<file path="config.mk">
export PLATFORM = sky130hd
export DESIGN_NAME = display_mode_sequencer
export DESIGN_NICKNAME = d
export VERILOG_FILES = /design/src/rtl/display_pkg.sv /design/src/rtl/button_debounce.sv /design/src/rtl/display_mode_sequencer.sv
export SDC_FILE = /design/constraint.sdc
export NUM_CORES = 1
export LEC_CHECK = 0
export ABC_CLOCK_PERIOD_IN_PS = 3580
export BUFFER_PORTS_ARGS = -buffer_cell sky130_fd_sc_hd__clkbuf_2
export CAP_MARGIN = 40
export CORE_MARGIN = 2
export CORE_UTILIZATION = 56
export CTS_BUF_LIST = sky130_fd_sc_hd__clkbuf_4 sky130_fd_sc_hd__clkbuf_8
export DETAILED_ROUTE_END_ITERATION = 8
export PLACE_DENSITY_LB_ADDON = 0.3
export SLEW_MARGIN = 20
export SYNTH_ARGS = -nofsm -noshare
export SYNTH_HDL_FRONTEND = slang
export SYNTH_SLANG_ARGS = --single-unit
</file>
<file path="constraint.sdc">
create_clock -name clk -period 3.58 [get_ports clk]
set_input_delay 1.074 -clock clk [delete_from_list [all_inputs] [get_ports clk]]
set_output_delay 1.074 -clock clk [all_outputs]
set_load 0.01 [all_outputs]
</file>
<file path="src/rtl/display_pkg.sv">
// Shared types for the display mode sequencer: mux select encoding, blank FSM
// states and a helper that sizes counters from their terminal count.
package display_pkg;

   typedef enum logic [1:0] {
      MODE_AVG   = 2'b00,
      MODE_VOLT  = 2'b01,
      MODE_RAW   = 2'b10,
      MODE_SPARE = 2'b11
   } display_mode_t;

   typedef enum logic {
      SHOW  = 1'b0,
      BLANK = 1'b1
   } blank_state_t;

   // Counter width able to hold 0..n-1; never narrower than one bit.
   function automatic int unsigned cnt_width(input int unsigned n);
      return (n > 1) ? $clog2(n) : 1;
   endfunction

endpackage

</file>
<file path="src/rtl/button_debounce.sv">
// Raw push-button conditioning: 2-flop synchronizer, stable-level debouncer,
// and a one-cycle pulse on each rising edge of the debounced level.
module button_debounce
   import display_pkg::*;
#(
   parameter int unsigned DEBOUNCE_CYCLES = 1_000_000
) (
   input  logic clk,
   input  logic reset,
   input  logic btn,
   output logic rise
);

   localparam int unsigned CW = cnt_width(DEBOUNCE_CYCLES);
   localparam logic [CW-1:0] CNT_LAST = CW'(DEBOUNCE_CYCLES - 1);

   logic          sync1;
   logic          sync2;
   logic          state;
   logic [CW-1:0] cnt;
   logic          differ;
   logic          flip;

   // The debounced level flips on the DEBOUNCE_CYCLES-th consecutive cycle
   // in which the synchronized input disagrees with it.
   assign differ = (sync2 != state);
   assign flip   = differ && (cnt == CNT_LAST);

   // Synchronizer, disagreement counter, debounced level and rise pulse.
   always_ff @(posedge clk) begin
      if (reset) begin
         sync1 <= 1'b0;
         sync2 <= 1'b0;
         state <= 1'b0;
         cnt   <= '0;
         rise  <= 1'b0;
      end else begin
         sync1 <= btn;
         sync2 <= sync1;
         rise  <= flip && !state;
         if (!differ) begin
            cnt <= '0;
         end else if (flip) begin
            cnt   <= '0;
            state <= ~state;
         end else begin
            cnt <= cnt + CW'(1);
         end
      end
   end

endmodule

</file>
<file path="src/rtl/display_mode_sequencer.sv">
// Steps the 4-way display mux select from debounced next/prev buttons or an
// auto-scroll dwell timer, and opens a blanking window after every change so
// the seven-segment driver can hide ghosting while the mux output settles.
module display_mode_sequencer
   import display_pkg::*;
#(
   parameter int unsigned DEBOUNCE_CYCLES = 1_000_000,
   parameter int unsigned DWELL_CYCLES    = 200_000_000,
   parameter int unsigned BLANK_CYCLES    = 100_000
) (
   input  logic          clk,
   input  logic          reset,
   input  logic          btn_next,
   input  logic          btn_prev,
   input  logic          auto_en,
   input  logic          freeze,
   output display_mode_t select,
   output logic          mode_change,
   output logic          blank
);

   localparam int unsigned DW = cnt_width(DWELL_CYCLES);
   localparam int unsigned BW = cnt_width(BLANK_CYCLES);
   localparam logic [DW-1:0] DWELL_LAST = DW'(DWELL_CYCLES - 1);
   localparam logic [BW-1:0] BLANK_LAST = BW'(BLANK_CYCLES - 1);

   logic          next_req;
   logic          prev_req;
   logic          change;
   display_mode_t sel_next;
   logic [DW-1:0] dwell;
   logic [DW-1:0] dwell_next;
   blank_state_t  state;
   blank_state_t  state_next;
   logic [BW-1:0] bcnt;
   logic [BW-1:0] bcnt_next;

   button_debounce #(.DEBOUNCE_CYCLES(DEBOUNCE_CYCLES)) u_next (
      .clk   (clk),
      .reset (reset),
      .btn   (btn_next),
      .rise  (next_req)
   );

   button_debounce #(.DEBOUNCE_CYCLES(DEBOUNCE_CYCLES)) u_prev (
      .clk   (clk),
      .reset (reset),
      .btn   (btn_prev),
      .rise  (prev_req)
   );

   // Step resolution: freeze wins, then conflicting buttons cancel, then a
   // manual step, and only with no manual request does a dwell expiry step.
   always_comb begin
      sel_next = select;
      change   = 1'b0;
      if (!freeze) begin
         if (next_req && prev_req) begin
            change = 1'b0;
         end else if (next_req) begin
            sel_next = display_mode_t'(select + 2'd1);
            change   = 1'b1;
         end else if (prev_req) begin
            sel_next = display_mode_t'(select - 2'd1);
            change   = 1'b1;
         end else if (auto_en && (dwell == DWELL_LAST)) begin
            sel_next = display_mode_t'(select + 2'd1);
            change   = 1'b1;
         end
      end
   end

   // Dwell timer: idle at 0 without auto_en, frozen by freeze, restarted by
   // any select change so each mode gets a full dwell period.
   always_comb begin
      dwell_next = dwell;
      if (!auto_en) begin
         dwell_next = '0;
      end else if (freeze) begin
         dwell_next = dwell;
      end else if (change) begin
         dwell_next = '0;
      end else begin
         dwell_next = dwell + DW'(1);
      end
   end

   // Select, dwell timer and the one-cycle change pulse.
   always_ff @(posedge clk) begin
      if (reset) begin
         select      <= MODE_AVG;
         dwell       <= '0;
         mode_change <= 1'b0;
      end else begin
         select      <= sel_next;
         dwell       <= dwell_next;
         mode_change <= change;
      end
   end

   // Blank FSM next state: every change (re)starts a full window.
   always_comb begin
      state_next = state;
      bcnt_next  = bcnt;
      if (change) begin
         state_next = BLANK;
         bcnt_next  = '0;
      end else if (state == BLANK) begin
         if (bcnt == BLANK_LAST) begin
            state_next = SHOW;
            bcnt_next  = '0;
         end else begin
            bcnt_next = bcnt + BW'(1);
         end
      end
   end

   // Blank FSM state register.
   always_ff @(posedge clk) begin
      if (reset) begin
         state <= SHOW;
         bcnt  <= '0;
      end else begin
         state <= state_next;
         bcnt  <= bcnt_next;
      end
   end

   assign blank = (state == BLANK);

endmodule

</file>
# Word level (Yosys, flattened, before mapping)
# Index checks and enable logic that the tools add are counted.
[totals] out_inout_bits=4 reg_bits=97
[op_classes] n_reduce_logical=16 bitwise_logic=7 eq_ne=6 addsub=6 mux=13
[ops] op="$add A20 B1 Y20 const B" count=2
[ops] op="$eq A20 B20 Y1 const B" count=2
[ops] op="$add A28 B1 Y28 const B" count=1
[ops] op="$eq A28 B28 Y1 const B" count=1
[ops] op="$mux W28" count=1
[ops] op="$add A17 B1 Y17 const B" count=1
[ops] op="$eq A17 B17 Y1 const B" count=1
[ops] op="$mux W17" count=1
[ops] op="$mux W1" count=8
[ops] op="$not A1 Y1" count=7
[ops] op="$logic_and A1 B1 Y1" count=6
[ops] op="$mux W2" count=3
[ops] op="$reduce_or A3 Y1" count=2
[ops] op="$reduce_and A2 Y1" count=2
[ops] op="$reduce_or A2 Y1" count=2
[ops] op="$reduce_and A3 Y1" count=1
[ops] op="$reduce_bool A3 Y1" count=1
[ops] op="$add A2 B1 Y2 const B" count=1
[ops] op="$logic_not A1 Y1" count=2
[ops] op="$ne A1 B1 Y1" count=2
[ops] op="$sub A2 B1 Y2 const B" count=1

# Depth between registers and ports, before layout
[logic_depth] depth_word=8 depth_mapped=7 depth_no_buf=6

# Hierarchy
# A second synthesis with hierarchy kept.
[hier_totals] hier_cells=503 area_unflattened_um2=4483.0
[by_module_without_submodules] module="display_mode_sequencer" n_inst=1 cells_each=269 seq_area_each_um2=980.9 area_each_um2=2373.5
[by_module_without_submodules] module="button_debounce" n_inst=2 cells_each=117 seq_area_each_um2=480.5 area_each_um2=1054.8

# Worst setup path before layout
# Ideal clock, no wire load.
[synth_path] path_kind="input to register" startpoint="input freeze" endpoint="register dwell[27]" slack_ns=0.989 setup_time_ns=0.070 path_stages=6 t_required_ns=3.510 t_arrival_ns=2.521 path_cell_list="buf_2 > and4b_1 > nand4_1 > or2_2 > or3_1 > a21oi_1"
[synth_between] elab_chain_len=2
[synth_rtl] item="start: declaration" line="display_mode_sequencer.sv:16" text="input logic freeze,"
[synth_rtl] item="$mux W1" line="display_mode_sequencer.sv:57" text="if (!freeze) begin"
[synth_rtl] item="$mux W28" line="display_mode_sequencer.sv:81" text="end else if (change) begin"
[synth_rtl] item="end signal: assignment" line="display_mode_sequencer.sv:96" text="dwell <= dwell_next;"
[synth_rtl] item="end: declaration" line="display_mode_sequencer.sv:31" text="logic [DW-1:0] dwell;"
# Parallel ways exist; a longest one is shown, timed or not.
# A chain may end at the register's enable or synchronous reset.

# Worst setup path after layout
# Same ends and word-level chain as after synthesis.

==> metrics.txt <==
# TYPE chip_impl_metric gauge
chip_impl_metric{name="groute.layer.met1.usage",unit="%"} 25.5
chip_impl_metric{name="ctsLongestPathBuffers",unit=""} 2
chip_impl_metric{name="slew_headroom",unit="%"} 46.7
chip_impl_info{name="regToRegStartpoint",value="dwell[9]$_SDFFE_PP0N_"} 1
chip_impl_metric{name="synthDominantCellAreaShare",unit="%"} 44.7
chip_impl_metric{name="io-pin-count",unit=""} 10
chip_impl_metric{name="floorplan.rows",unit=""} 32
chip_impl_metric{name="number_of_cells_traversed_by_the_worst_hold_path",unit=""} 1
chip_impl_metric{name="cts.sinks",unit=""} 97
chip_impl_metric{name="syn_area_per_cell",unit="um2"} 8.80
chip_impl_metric{name="post_synth_instance_area",unit="um2"} 4350
chip_impl_info{name="gr-max-usage-layer",value="met2"} 1
chip_impl_info{name="hold_path.class",value="register to register"} 1
chip_impl_metric{name="grt_max_degree",unit=""} 29
chip_impl_metric{name="finish.net_count",unit=""} 512
chip_impl_metric{name="dp.cells",unit=""} 593
chip_impl_info{name="rsz0062_at_grt",value="no"} 1
chip_impl_metric{name="vdd_ir_drop_max",unit="V"} 0.000269
chip_impl_metric{name="synth.lib_cells_used.distinct",unit=""} 43
chip_impl_info{name="cts_tree",value="yes"} 1
chip_impl_metric{name="cellLeakagePower",unit="nW"} 1.44
chip_impl_metric{name="yosysSeqAreaShare",unit="%"} 44.7
chip_impl_metric{name="asyncSetResetFlopFracSynth",unit="%"} 0
chip_impl_metric{name="via_count",unit=""} 3329
chip_impl_metric{name="drt_pre_antenna_iters",unit=""} 4
chip_impl_metric{name="finalHoldWorstSlack",unit="ns"} 0.442
chip_impl_metric{name="worstMarginPinSlew",unit="ns"} 0.794
chip_impl_info{name="timing.critical_path.slowest_stage_cell",value="sky130_fd_sc_hd__or2_2"} 1
chip_impl_metric{name="die_width",unit="um"} 92.1
chip_impl_info{name="post-synth-top-area-cell",value="sky130_fd_sc_hd__dfxtp_1"} 1
chip_impl_metric{name="critPathMaxFanout",unit=""} 8
chip_impl_metric{name="flow.area_growth_from_synthesis",unit="%"} 6.68
chip_impl_metric{name="global_route.usage.met3",unit="%"} 4.68
chip_impl_info{name="outcome",value="completed"} 1
chip_impl_metric{name="globalRoute.totalOverflow",unit=""} 0
chip_impl_metric{name="worstPathRequired",unit="ns"} 3.86
chip_impl_metric{name="post_cts_resize_count",unit=""} 0
chip_impl_metric{name="antenna_found_initial",unit=""} 0
chip_impl_metric{name="number_of_synthesized_flops_with_an_enable_pin",unit=""} 0
chip_impl_info{name="cpLargestDelayFamily",value="simple AND/OR/NAND/NOR gates"} 1
chip_impl_metric{name="clk_pin_slew",unit="ns"} 0.08
chip_impl_metric{name="slew_viol_final",unit=""} 0
chip_impl_metric{name="quantity_of_i_o_buffers_inserted_on_ports",unit=""} 9
chip_impl_metric{name="post_synth_inst_count",unit=""} 494
chip_impl_metric{name="timing.fmax",unit="GHz"} 0.405
chip_impl_metric{name="mappedNetlistNets",unit=""} 504
chip_impl_metric{name="clkLatencyLatePin",unit="ns"} 0.36
chip_impl_metric{name="count_of_state_elements_after_synthesis",unit=""} 97
chip_impl_metric{name="cp_num_buf_inv",unit=""} 1
chip_impl_metric{name="cp.arrival",unit="ns"} 2.75
chip_impl_metric{name="fin_tns_setup",unit="ns"} 0
chip_impl_metric{name="period_minus_slack",unit="ns"} 2.47
chip_impl_info{name="crit_path_cell_trace",value="clkbuf_2 > and4b_1 > nand4_1 > or2_2 > or3_1 > a21oi_1"} 1
chip_impl_metric{name="drive_above_1_share",unit="%"} 6.72
chip_impl_metric{name="coreArea",unit="um2"} 7610
chip_impl_metric{name="route.antenna.remaining_nets",unit=""} 0
chip_impl_metric{name="reg2reg_depth",unit=""} 5
chip_impl_metric{name="worst_path_largest_cell_delay",unit="ns"} 0.38
chip_impl_metric{name="initial_drc_count",unit=""} 123
chip_impl_metric{name="setup_viol_count_final",unit=""} 0
chip_impl_metric{name="report.final.hold_viol_count",unit=""} 0
chip_impl_metric{name="post_cts_setup_buffers",unit=""} 0
chip_impl_metric{name="worst_clock_skew",unit="ns"} 0.00787
chip_impl_metric{name="power_per_cell_area",unit="nW/um2"} 384
chip_impl_metric{name="hpwlAfterDp",unit="um"} 5410
chip_impl_metric{name="globalRouteMet2Util",unit="%"} 31.9
chip_impl_info{name="ctsRootBufferMaster",value="sky130_fd_sc_hd__clkbuf_8"} 1
chip_impl_info{name="min_to",value="u_next.sync2$_SDFF_PP0_"} 1
chip_impl_info{name="cp-start-kind",value="primary input"} 1
chip_impl_metric{name="finalCoreUtilization",unit="%"} 61.0
chip_impl_metric{name="numCtsBuffers",unit=""} 9
chip_impl_metric{name="drc",unit=""} 0
chip_impl_metric{name="floorplan.die.height",unit="um"} 92.1
chip_impl_info{name="critPathKind",value="primary input to register"} 1
chip_impl_metric{name="grt_first_pass_wirelength",unit="um"} 13600
chip_impl_metric{name="ys.warnings.count",unit=""} 0
chip_impl_info{name="ys.flop_type",value="sky130_fd_sc_hd__dfxtp_1"} 1
chip_impl_metric{name="clock_tree.htree_level_count",unit=""} 3
chip_impl_metric{name="cts_hold_repair.buffers",unit=""} 0
chip_impl_info{name="timing.rr.end",value="dwell[0]$_SDFFE_PP0N_"} 1
chip_impl_metric{name="max_cap_violations",unit=""} 0
chip_impl_metric{name="routed_via_density",unit=""} 5.48
chip_impl_info{name="synth.area.top_cells",value="sky130_fd_sc_hd__dfxtp_1, sky130_fd_sc_hd__xnor2_1, sky130_fd_sc_hd__nor2_1"} 1
chip_impl_metric{name="grt_pass1_vias",unit=""} 3050
chip_impl_metric{name="rrSetupSlack",unit="ns"} 1.24
chip_impl_metric{name="initial_core_util",unit="%"} 57.1
chip_impl_metric{name="min_period_over_period",unit="%"} 69.0
chip_impl_metric{name="route.final.wire_length",unit="um"} 7850
chip_impl_metric{name="detail_route.wl_per_cell",unit="um"} 12.9
chip_impl_metric{name="grt_use_total",unit="%"} 19.5
chip_impl_info{name="worst_hold_startpoint",value="u_next.sync1$_SDFF_PP0_"} 1
chip_impl_metric{name="final-instance-count-excl-fill",unit=""} 608
chip_impl_metric{name="insertedDiodeCount",unit=""} 0
chip_impl_metric{name="globalplace.congestion",unit=""} 0.793
chip_impl_metric{name="die_area",unit="um2"} 8480
chip_impl_info{name="cp-end-kind",value="register"} 1
## metrics by stage
stage / instance area, um2 / power, mW / worst slack, ns
6_report: 4640 / 1.78 / 1.11
4_1_cts: 4640 / 1.80 / 1.14
3_3_place_gp: 4450 / 1.14 / 0.820
3_5_place_dp: 4450 / 1.14 / 0.773
2_1_floorplan: 4350 / 1.13 / 0.989
5_1_grt: 4640 / 1.85 / 1.05
## kinds of logic after synthesis
| group | Yosys count | synth area share (%) |
|---|---|---|
| compound gates | 26 | 3.86 |
| xor+xnor | 74 | 14.9 |
| fa+ha+maj | 4 | 1.15 |
| buf+inv | 22 | 2.42 |
| flops | 97 | 44.7 |
| mux | 4 | 0.979 |
| simple gates | 267 | 32.0 |
## synth_stat cells, types with 3 or more instances
master                     instances
sky130_fd_sc_hd__xnor2_1          42
sky130_fd_sc_hd__a21oi_1          11
sky130_fd_sc_hd__dfxtp_1          97
sky130_fd_sc_hd__and4_1           10
sky130_fd_sc_hd__nor3_1           21
sky130_fd_sc_hd__ha_1              4
sky130_fd_sc_hd__and3_1            7
sky130_fd_sc_hd__nand3_1          30
sky130_fd_sc_hd__nor4_1           11
sky130_fd_sc_hd__nor2b_1           8
sky130_fd_sc_hd__nor2_1           96
sky130_fd_sc_hd__clkbuf_1          6
sky130_fd_sc_hd__nand4_1          24
sky130_fd_sc_hd__nand3b_1          3
sky130_fd_sc_hd__and2_1            3
sky130_fd_sc_hd__inv_1            10
sky130_fd_sc_hd__o21ai_0           8
sky130_fd_sc_hd__xor2_1           32
sky130_fd_sc_hd__nand2_1          29
sky130_fd_sc_hd__or3_1             7
sky130_fd_sc_hd__buf_2             3
## worst reg2reg max path, stage by stage, from the launching register on
cell                       delay [ns]
sky130_fd_sc_hd__dfxtp_1         0.36
sky130_fd_sc_hd__or4b_1          0.60
sky130_fd_sc_hd__nor4_4          0.28
sky130_fd_sc_hd__a211oi_2        0.17
sky130_fd_sc_hd__o211ai_4        0.67
sky130_fd_sc_hd__nor2_1          0.12
## sequential cells by signal, summed over array words and instances (netlist names), 2 cells and up
| register | cells |
|---|---|
| bcnt | 17 |
| dwell | 28 |
| select | 2 |
| u_next.cnt | 20 |
| u_prev.cnt | 20 |
## where the power goes
part	switching [mW]	internal [mW]	total (mW)
Combinational	0.0200	0.00765	0.0277
Clock	0.356	0.313	0.669
Sequential	0.00244	1.08	1.08
Total	0.379	1.40	1.78
## layout make-up
cell class / count / area [um2]
fillers: 676 / 2970
multi-input cells: 375 / 2300
flip-flops and latches: 97 / 1940
clock buffers: 13 / 173
well taps: 102 / 128
repair buffers: 9 / 45.0
inverters: 10 / 37.5
clock inverters: 2 / 12.5
## layer usage
metal / wire (um) / share of wire [%]
met1: 3820 / 49
met2: 3710 / 47
met3: 206 / 2.6
met4: 104 / 1.3
met5: 0 / 0
## layout by cell type (no fill, tap or decap), types with 2 or more instances in the layout
| cell type | count |
|---|---|
| sky130_fd_sc_hd__dfxtp_1 | 97 |
| sky130_fd_sc_hd__nor2_1 | 96 |
| sky130_fd_sc_hd__xnor2_1 | 42 |
| sky130_fd_sc_hd__xor2_1 | 32 |
| sky130_fd_sc_hd__nand3_1 | 30 |
| sky130_fd_sc_hd__nand2_1 | 29 |
| sky130_fd_sc_hd__nand4_1 | 24 |
| sky130_fd_sc_hd__nor3_1 | 21 |
| sky130_fd_sc_hd__clkbuf_8 | 12 |
| sky130_fd_sc_hd__nor4_1 | 11 |
| sky130_fd_sc_hd__a21oi_1 | 11 |
| sky130_fd_sc_hd__inv_1 | 10 |
| sky130_fd_sc_hd__and4_1 | 10 |
| sky130_fd_sc_hd__clkbuf_2 | 9 |
| sky130_fd_sc_hd__nor2b_1 | 8 |
| sky130_fd_sc_hd__o21ai_0 | 8 |
| sky130_fd_sc_hd__and3_1 | 7 |
| sky130_fd_sc_hd__or3_1 | 7 |
| sky130_fd_sc_hd__ha_1 | 4 |
| sky130_fd_sc_hd__nand3b_1 | 3 |
| sky130_fd_sc_hd__and2_1 | 3 |
| sky130_fd_sc_hd__nand4b_1 | 2 |
| sky130_fd_sc_hd__or4b_1 | 2 |
| sky130_fd_sc_hd__nor4_4 | 2 |
| sky130_fd_sc_hd__mux2i_1 | 2 |
| sky130_fd_sc_hd__or4bb_1 | 2 |
| sky130_fd_sc_hd__a211oi_1 | 2 |
| sky130_fd_sc_hd__mux2_2 | 2 |
| sky130_fd_sc_hd__nor3b_1 | 2 |
| sky130_fd_sc_hd__or2_2 | 2 |
## how the worst max path moves through the flow
| stage | endpoint | from | cells after the start | slack, ns |
|---|---|---|---|---|
| 2_1_floorplan | dwell[27]$_SDFFE_PP0N_ | freeze | 6 | 0.99 |
| 3_5_place_dp | dwell[27]$_SDFFE_PP0N_ | freeze | 6 | 0.77 |
| 4_1_cts | dwell[27]$_SDFFE_PP0N_ | freeze | 6 | 1.14 |
| 3_3_place_gp | dwell[27]$_SDFFE_PP0N_ | freeze | 6 | 0.82 |
| 6_report | dwell[27]$_SDFFE_PP0N_ | freeze | 6 | 1.11 |
| 5_1_grt | u_next.cnt[9]$_SDFF_PP0_ | u_next.cnt[0]$_SDFF_PP0_ | 6 | 1.05 |
Note: power is estimated with default switching activity, not from simulation.
